## src/rtl/fx68k_pkg.sv

```systemverilog
// Shared types for the fx68k bus arbiter: arbitration states and the
// registered pin-level output bundle decoded from them.
package fx68k_pkg;

    localparam int ARB_SYNC_MAX  = 3;
    localparam int ARB_RECLAIM_W = 3;

    typedef enum logic [2:0] {
        ARB_OWN,
        ARB_PEND,
        ARB_GRANT,
        ARB_EXT,
        ARB_RECLAIM
    } e_arbState;

    typedef struct packed {
        logic bg_n;
        logic cpu_owns_bus;
        logic bus_idle;
    } arb_out_t;

    function automatic arb_out_t arb_outputs(input e_arbState s);
        arb_out_t o;
        o.bg_n         = (s != ARB_GRANT);
        o.cpu_owns_bus = (s == ARB_OWN) || (s == ARB_PEND);
        o.bus_idle     = (s == ARB_EXT) || (s == ARB_RECLAIM);
        return o;
    endfunction

endpackage

```

## src/rtl/fx68k_sync_ce.sv

```systemverilog
// Enable-qualified multi-stage synchronizer for active-low asynchronous pins;
// every stage resets to 1 so the pin reads as negated out of reset.
module fx68k_sync_ce #(
    parameter int STAGES = 2
) (
    input  logic clk,
    input  logic rst_i,
    input  logic en_i,
    input  logic d_i,
    output logic q_o
);

    logic [STAGES-1:0] sync_q;
    logic [STAGES:0]   shift;

    // Appending the input and dropping the top bit keeps STAGES=1 legal.
    assign shift = {sync_q, d_i};

    // NOTE: sequential state uses non-blocking assignments so every flop
    // samples the pre-edge value of its neighbour.
    always_ff @(posedge clk) begin
        if (rst_i) begin
            sync_q <= '1;
        end else if (en_i) begin
            sync_q <= shift[STAGES-1:0];
        end
    end

    assign q_o = sync_q[STAGES-1];

endmodule

```

## src/rtl/fx68k_bus_arbiter.sv

```systemverilog
// 68000 BR/BG/BGACK arbitration for the fx68k core: hands the bus to an
// external master only between bus cycles and never inside a locked TAS.
module fx68k_bus_arbiter
    import fx68k_pkg::*;
#(
    parameter int SYNC_STAGES = 2,
    parameter int RECLAIM_PHI = 1
) (
    input  logic clk,
    input  logic extReset,
    input  logic enPhi1,
    input  logic enPhi2,
    input  logic BRn,
    input  logic BGACKn,
    input  logic busActive,
    input  logic busEnd,
    input  logic isRmc,
    output logic BGn,
    output logic cpuOwnsBus,
    output logic busIdle
);

    localparam int SYNC_N = (SYNC_STAGES > ARB_SYNC_MAX) ? ARB_SYNC_MAX :
                            ((SYNC_STAGES < 1) ? 1 : SYNC_STAGES);

    logic br_sync;
    logic ack_sync;
    logic br_req;
    logic ack_act;
    logic grant_ok;

    e_arbState                state_q,        state_d;
    logic [ARB_RECLAIM_W-1:0] reclaim_q,      reclaim_d;
    logic                     bus_end_seen_q, bus_end_seen_d;
    arb_out_t                 out_q,          out_d;

    fx68k_sync_ce #(.STAGES(SYNC_N)) u_br_sync (
        .clk   (clk),
        .rst_i (extReset),
        .en_i  (enPhi2),
        .d_i   (BRn),
        .q_o   (br_sync)
    );

    fx68k_sync_ce #(.STAGES(SYNC_N)) u_ack_sync (
        .clk   (clk),
        .rst_i (extReset),
        .en_i  (enPhi2),
        .d_i   (BGACKn),
        .q_o   (ack_sync)
    );

    assign br_req  = ~br_sync;
    assign ack_act = ~ack_sync;

    // The bus may change hands once no cycle is running or the running one
    // ended on the last enPhi2, and never while a locked RMW is open.
    assign grant_ok = ~isRmc & (~busActive | bus_end_seen_q);

    // NOTE: every variable written here gets a default first, so no path
    // leaves it unassigned and no latch is inferred.
    always_comb begin
        state_d = state_q;
        if (enPhi1) begin
            case (state_q)
                ARB_OWN: begin
                    // An idle bus skips PEND so the grant costs one enPhi1.
                    if (ack_act)     state_d = ARB_EXT;
                    else if (br_req) state_d = grant_ok ? ARB_GRANT : ARB_PEND;
                end
                ARB_PEND: begin
                    if (ack_act)       state_d = ARB_EXT;
                    else if (!br_req)  state_d = ARB_OWN;
                    else if (grant_ok) state_d = ARB_GRANT;
                end
                ARB_GRANT: begin
                    if (ack_act)      state_d = ARB_EXT;
                    else if (!br_req) state_d = ARB_RECLAIM;
                end
                ARB_EXT: begin
                    if (!ack_act) state_d = ARB_RECLAIM;
                end
                ARB_RECLAIM: begin
                    if (reclaim_q == '0) begin
                        state_d = (br_req && !ack_act) ? ARB_PEND : ARB_OWN;
                    end
                end
                default: state_d = ARB_OWN;
            endcase
        end
    end

    always_comb begin
        reclaim_d = reclaim_q;
        if (enPhi1 && state_d == ARB_RECLAIM && state_q != ARB_RECLAIM) begin
            reclaim_d = ARB_RECLAIM_W'(RECLAIM_PHI);
        end else if (enPhi2 && state_q == ARB_RECLAIM && reclaim_q != '0) begin
            reclaim_d = reclaim_q - ARB_RECLAIM_W'(1);
        end
    end

    assign bus_end_seen_d = enPhi2 ? busEnd : bus_end_seen_q;

    // Outputs are registered from the next state so they move on the same
    // edge as the state and never glitch on the pins.
    assign out_d = arb_outputs(state_d);

    always_ff @(posedge clk) begin
        if (extReset) begin
            state_q        <= ARB_OWN;
            reclaim_q      <= '0;
            bus_end_seen_q <= 1'b0;
            out_q          <= arb_outputs(ARB_OWN);
        end else begin
            state_q        <= state_d;
            reclaim_q      <= reclaim_d;
            bus_end_seen_q <= bus_end_seen_d;
            out_q          <= out_d;
        end
    end

    assign BGn        = out_q.bg_n;
    assign cpuOwnsBus = out_q.cpu_owns_bus;
    assign busIdle    = out_q.bus_idle;

endmodule

```

## config.mk

```make
export PLATFORM = sky130hd
export DESIGN_NAME = fx68k_bus_arbiter
export DESIGN_NICKNAME = d
export VERILOG_FILES = /design/src/rtl/fx68k_pkg.sv /design/src/rtl/fx68k_sync_ce.sv /design/src/rtl/fx68k_bus_arbiter.sv
export SDC_FILE = /design/constraint.sdc
export NUM_CORES = 1
export LEC_CHECK = 0
export BUFFER_PORTS_ARGS = -buffer_cell sky130_fd_sc_hd__buf_2
export CAP_MARGIN = 30
export CORE_MARGIN = 4
export CORE_UTILIZATION = 50
export DETAILED_ROUTE_END_ITERATION = 8
export PLACE_DENSITY = 0.75
export SYNTH_ARGS = -nofsm -noshare
export SYNTH_HDL_FRONTEND = slang
export SYNTH_SLANG_ARGS = --single-unit
```

## constraint.sdc

```tcl
create_clock -name clk -period 4.1 [get_ports clk]
set_clock_uncertainty 0.05 [all_clocks]
set_input_delay 0.41 -clock clk [delete_from_list [all_inputs] [get_ports clk]]
set_output_delay 0.41 -clock clk [all_outputs]
set_load 0.05 [all_outputs]
```

=== After elaboration in Yosys (flattened, before gate mapping) ===
Cells that the tools add are included.

* Bits in registers: 14
* Input port bits: 9
* Output and inout port bits: 3
* Logic and storage cells: 52

* Add/subtract/negate cells: 1
* Equality and inequality tests: 9
* Multiplexer cells: 15
* Bitwise logic cells: 5
* Reductions and logical operators: 13

{| class="wikitable"
|+ Operators with widths
! kind !! number
|-
| $mux W3 || 10
|-
| $pmux W3 S5 || 1
|-
| $eq A3 B2 Y1 const B || 3
|-
| $logic_not A3 Y1 || 3
|-
| $eq A3 B1 Y1 const B || 2
|-
| $eq A3 B3 Y1 const B || 2
|-
| $logic_and A1 B1 Y1 || 5
|-
| $mux W1 || 3
|-
| $ne A3 B2 Y1 const B || 1
|-
| $ne A3 B3 Y1 const B || 1
|-
| $not A1 Y1 || 3
|-
| $reduce_bool A3 Y1 || 1
|-
| $sub A3 B1 Y3 const B || 1
|-
| $logic_or A1 B1 Y1 || 2
|-
| $mux W2 || 1
|-
| $reduce_bool A2 Y1 || 1
|-
| $reduce_or A2 Y1 || 1
|-
| $and A1 B1 Y1 || 1
|-
| $or A1 B1 Y1 || 1
|}

=== Depth between registers and ports, before layout ===
* Depth after elaboration: 12
* Gate-level depth with buffers: 7
* Depth with buffers taken out: 7

=== Modules after synthesis ===
A second synthesis with hierarchy kept.

* Cell total of the unflattened synthesis: 79
* Area, all modules: 738.2 um^2

{| class="wikitable"
|+ Modules (own cells, without submodules)
! module !! times used !! cells an instance !! area an instance (um^2) !! sequential area each (um^2)
|-
| fx68k_bus_arbiter || 1 || 67 || 598.1 || 200.2
|-
| fx68k_sync_ce || 2 || 6 || 70.1 || 40.0
|}

=== Worst setup path before layout ===
OpenSTA, ideal clock, no wires.

* Path type: flip-flop to flip-flop
* Start point: register reclaim_q[0]
* End point: register reclaim_q[1]
* Arrival: 1.401 ns
* Data required time: 3.938 ns
* Setup slack: 2.537 ns
* Stages on the path, launching flop included: 7
* Path buffers: 0
* Period minus slack after synthesis: 1.563 ns
* Path through: dfxtp_1 > inv_1 > ha_1 > nor2b_1 > nor4_2 > nor2_1 > a2111oi_1

* Word-level cells in the longest chain between the ends: 8
* Elaborated cells between the ends (all ways): 11

{| class="wikitable"
|+ Ends and longest elaborated chain
! item !! RTL line !! source
|-
| from (decl) || fx68k_bus_arbiter.sv:33 || <nowiki>logic [ARB_RECLAIM_W-1:0] reclaim_q, reclaim_d;</nowiki>
|-
| from (signal assigned) || fx68k_bus_arbiter.sv:116 || <nowiki>reclaim_q <= reclaim_d;</nowiki>
|-
| $logic_not A3 Y1 || fx68k_bus_arbiter.sv:84 || <nowiki>if (reclaim_q == '0) begin</nowiki>
|-
| $mux W3 || fx68k_bus_arbiter.sv:84 ||
|-
| $pmux W3 S5 || fx68k_bus_arbiter.sv:65 || <nowiki>case (state_q)</nowiki>
|-
| $mux W3 || fx68k_bus_arbiter.sv:64 || <nowiki>if (enPhi1) begin</nowiki>
|-
| $eq A3 B3 Y1 || fx68k_bus_arbiter.sv:95 || <nowiki>if (enPhi1 && state_d == ARB_RECLAIM && state_q != ARB_RECLAIM) begin</nowiki>
|-
| $logic_and A1 B1 Y1 (2 in series) || fx68k_bus_arbiter.sv:95 ||
|-
| $reduce_or A2 Y1 (no line) || n/a ||
|}

Parallel ways exist; a longest one is shown, timed or not.
A chain may end at the register's enable or synchronous reset.

=== Final worst setup path ===
Same ends and word-level chain as after synthesis.

==> metrics.yaml <==
status: "completed"
cts_root_buffer: "clkbuf_4"
regToRegStartpoint: "reclaim_q[0]"
syn_area_sq_um: 698.2
grt_max_degree: 14
yosysWarnings: 0
clk_pin_slew_worst_paths_ps: 80
rr_endpoint: "reclaim_q[1]"
remaining_drc_errors: 0
fin_util_pct: 59.62
pre_cts_slack_ps: 2310
place.gp.congestion: 0.8087
ys_seq_area_share_pct: 40.14
start_util_pct: 53.65
critPathKind: "reg2reg"
first_pass_iters: 4
viasPerCell: 5.899
tightest_slew_ps: 421.9
row_count: 13
total_power_mw: 0.2623
hold_viol: 0
max-vdd-ir-drop_v: 0.0001617
maxSlewViolCount: 0
wl_per_cell_um: 13.22
critPathLaunch: "reclaim_q[0]"
chipHeight_um: 45.37
grt-ovfl-total: 0
grt_pass1_wl_um: 2111
cts_buffers: 3
clock-sinks: 14
worstSetupStartpointType: "flip-flop"
drtIter0Drc: 14
syn_area_per_cell_sq_um: 9.564
ctsResizeCount: 0
drtAntennaViolNets: 0
postCtsSetupRepairBufs: 0
layout_min_cycle_time_ps: 1783
htree_levels: 1
reg2reg_depth: 6
holdBufCountCts: 0
vias: 584
synthTopCellsByArea: "dfxtp_1, nor2b_1, a211o_1"
crit_fanout: 4
io_buffer_count: 11
clockBufferDepth: 2
design_area_sq_um: 775.7
cp.arrival_ps: 1880
clk_latency_ps: 280
synthDominantCellAreaShare_pct: 40.14
syn-num-nets: 84
hpwl_um: 929.9
hold_class: "in2reg"
ys_ff_latch: 14
cts_tree: "yes"
p_leak_nw: 0.3072
end_kind: "flip-flop"
layout_setup_ws_ps: 2317
die_x_um: 45.37
yosys.area.top_type: "dfxtp_1"
required_ps: 4200
diodes: 0
finalSetupTns_ps: 0
pin_count: 12
clock.fmax_ghz: 0.5609
core_sq_um: 1301
antenna_found_initial: 0
maxSlewHeadroom_pct: 71.64
postPlaceCellArea_sq_um: 753.2
grtUsageTotal_pct: 14.32
final_nets: 97
cap_violations: 0
dieArea_sq_um: 2058
r2r_setup_slack_ps: 2320
grt_setup_unrepaired: "no"
layout_worst_path_cycle_share_pct: 43.49
min-delay-start: "BRn"
whs_endpoint: "u_br_sync.sync_q[0]"
powerDensity_nw_per_um2: 338.1
grt_pass1_vias: 530
setup_violations: 0
routed_wl_um: 1309
layout-drive-gt1-share_pct: 25.00
ys_types: 36
hold_depth: 2
syn_inst: 73
area_delta_synth_final_pct: 11.11
final.fill_count: 117
==> state kept, by name, summed over array words and instances, names as in the netlist <==
register,count
BGn,1
busIdle,1
bus_end_seen_q,1
cpuOwnsBus,1
reclaim_q,3
state_q,3
u_ack_sync.sync_q,2
u_br_sync.sync_q,2
==> logic make-up after synthesis <==
logic type / after synthesis / synth area share (%)
AOI/OAI and AO/OA: 17 / 21.15
xor gates and xnor gates: 2 / 2.509
adders and majority gates: 2 / 3.584
buffers and inverters: 7 / 4.837
DFF: 14 / 40.14
muxes: 1 / 1.434
and+or+nand+nor: 30 / 26.35
==> power breakdown <==
| part | switching, mW | internal, mW | leakage, nW |
|---|---|---|---|
| logic | 0.0229 | 0.0172 | 0.179 |
| registers | 0.00562 | 0.142 | 0.115 |
| clock network | 0.0400 | 0.0341 | 0.0138 |
==> per-stage QoR <==
stage               instances  hold slack (ps)
finish                     99            282.8
global route               99            301.3
CTS                        99            283.4
detailed placement         96            389.6
global placement           96            385.7
floorplan                  73            377.3
==> how the worst max path moves through the flow <==
stage / endpoint / slack [ps]
2_1_floorplan: reclaim_q[1] / 2540
3_3_place_gp: busIdle / 2470
5_1_grt: reclaim_q[1] / 2160
4_1_cts: reclaim_q[1] / 2290
6_report: reclaim_q[1] / 2320
3_5_place_dp: reclaim_q[1] / 2310
==> synthesized netlist by cell type <==
library cell and count:
nand4_1 1, inv_2 1, clkbuf_1 1, and2_1 1, nor4_4 1, a21oi_1 1
o21ba_1 1, o21a_1 1, a211o_1 4, a21o_1 1, o31ai_1 1, a2111oi_1 1
nand2b_1 1, o21ai_0 1, and3_1 1, nand3_1 2, ha_1 2, a32oi_1 1
mux2i_1 1, a2111o_1 1, a21oi_2 1, nor4_2 1, buf_4 2, dfxtp_1 14
nand2_1 4, xnor2_1 1, xor2_1 1, nor2b_1 6, o221ai_1 1, nor4b_1 1
a32o_2 1, inv_1 3, o221a_2 1, nor3_1 2, nand2b_4 1, nor2_1 8
==> cell usage in the layout (no fill, tap or decap) <==
cell,n
a21o_1,1
a32o_2,1
nor4_2,1
nor3_1,2
xor2_1,1
inv_1,3
o21ai_0,1
a2111oi_1,1
ha_1,2
nand2_1,4
xnor2_1,1
buf_2,11
o21a_1,1
clkbuf_4,3
nand2b_4,1
nor2b_1,6
o221a_2,1
a21oi_1,1
and3_1,1
a2111o_1,1
nor4_4,1
a32oi_1,1
a21oi_2,1
o31ai_1,1
nand3_1,2
o221ai_1,1
inv_2,1
nor2_1,8
mux2i_1,1
nand4_1,1
a211o_1,4
nor4b_1,1
o21ba_1,1
dfxtp_1,14
nand2b_1,1
and2_1,1
==> worst max-delay path: stages (launching register included) <==
cell and delay [ps]:
dfxtp_1 310, inv_1 70, ha_1 190, nor2b_1 160, nor4_2 390, nor2_1 80
a2111oi_1 400
==> area by class of cell <==
type                            instances  area (sq um)  area share (%)
Inverter                                4         15.01           1.935
Multi-Input combinational cell         52         384.1           49.52
Clock buffer                            3         22.52           2.903
Timing Repair Buffer                   11         55.05           7.097
Tap cell                               15         18.77           2.419
Sequential cell                        14         280.3           36.13
==> layer usage <==
layer | up-vias | global-route usage, % | wire [um]
met3 | 5 | 2.390 | 74
met5 | - | 0 | 0
li1 | 287 | - | -
met2 | 26 | 24.29 | 613
met4 | 0 | 9.942 | 30
met1 | 266 | 16.06 | 590
Note: power is estimated with default switching activity, not from simulation.
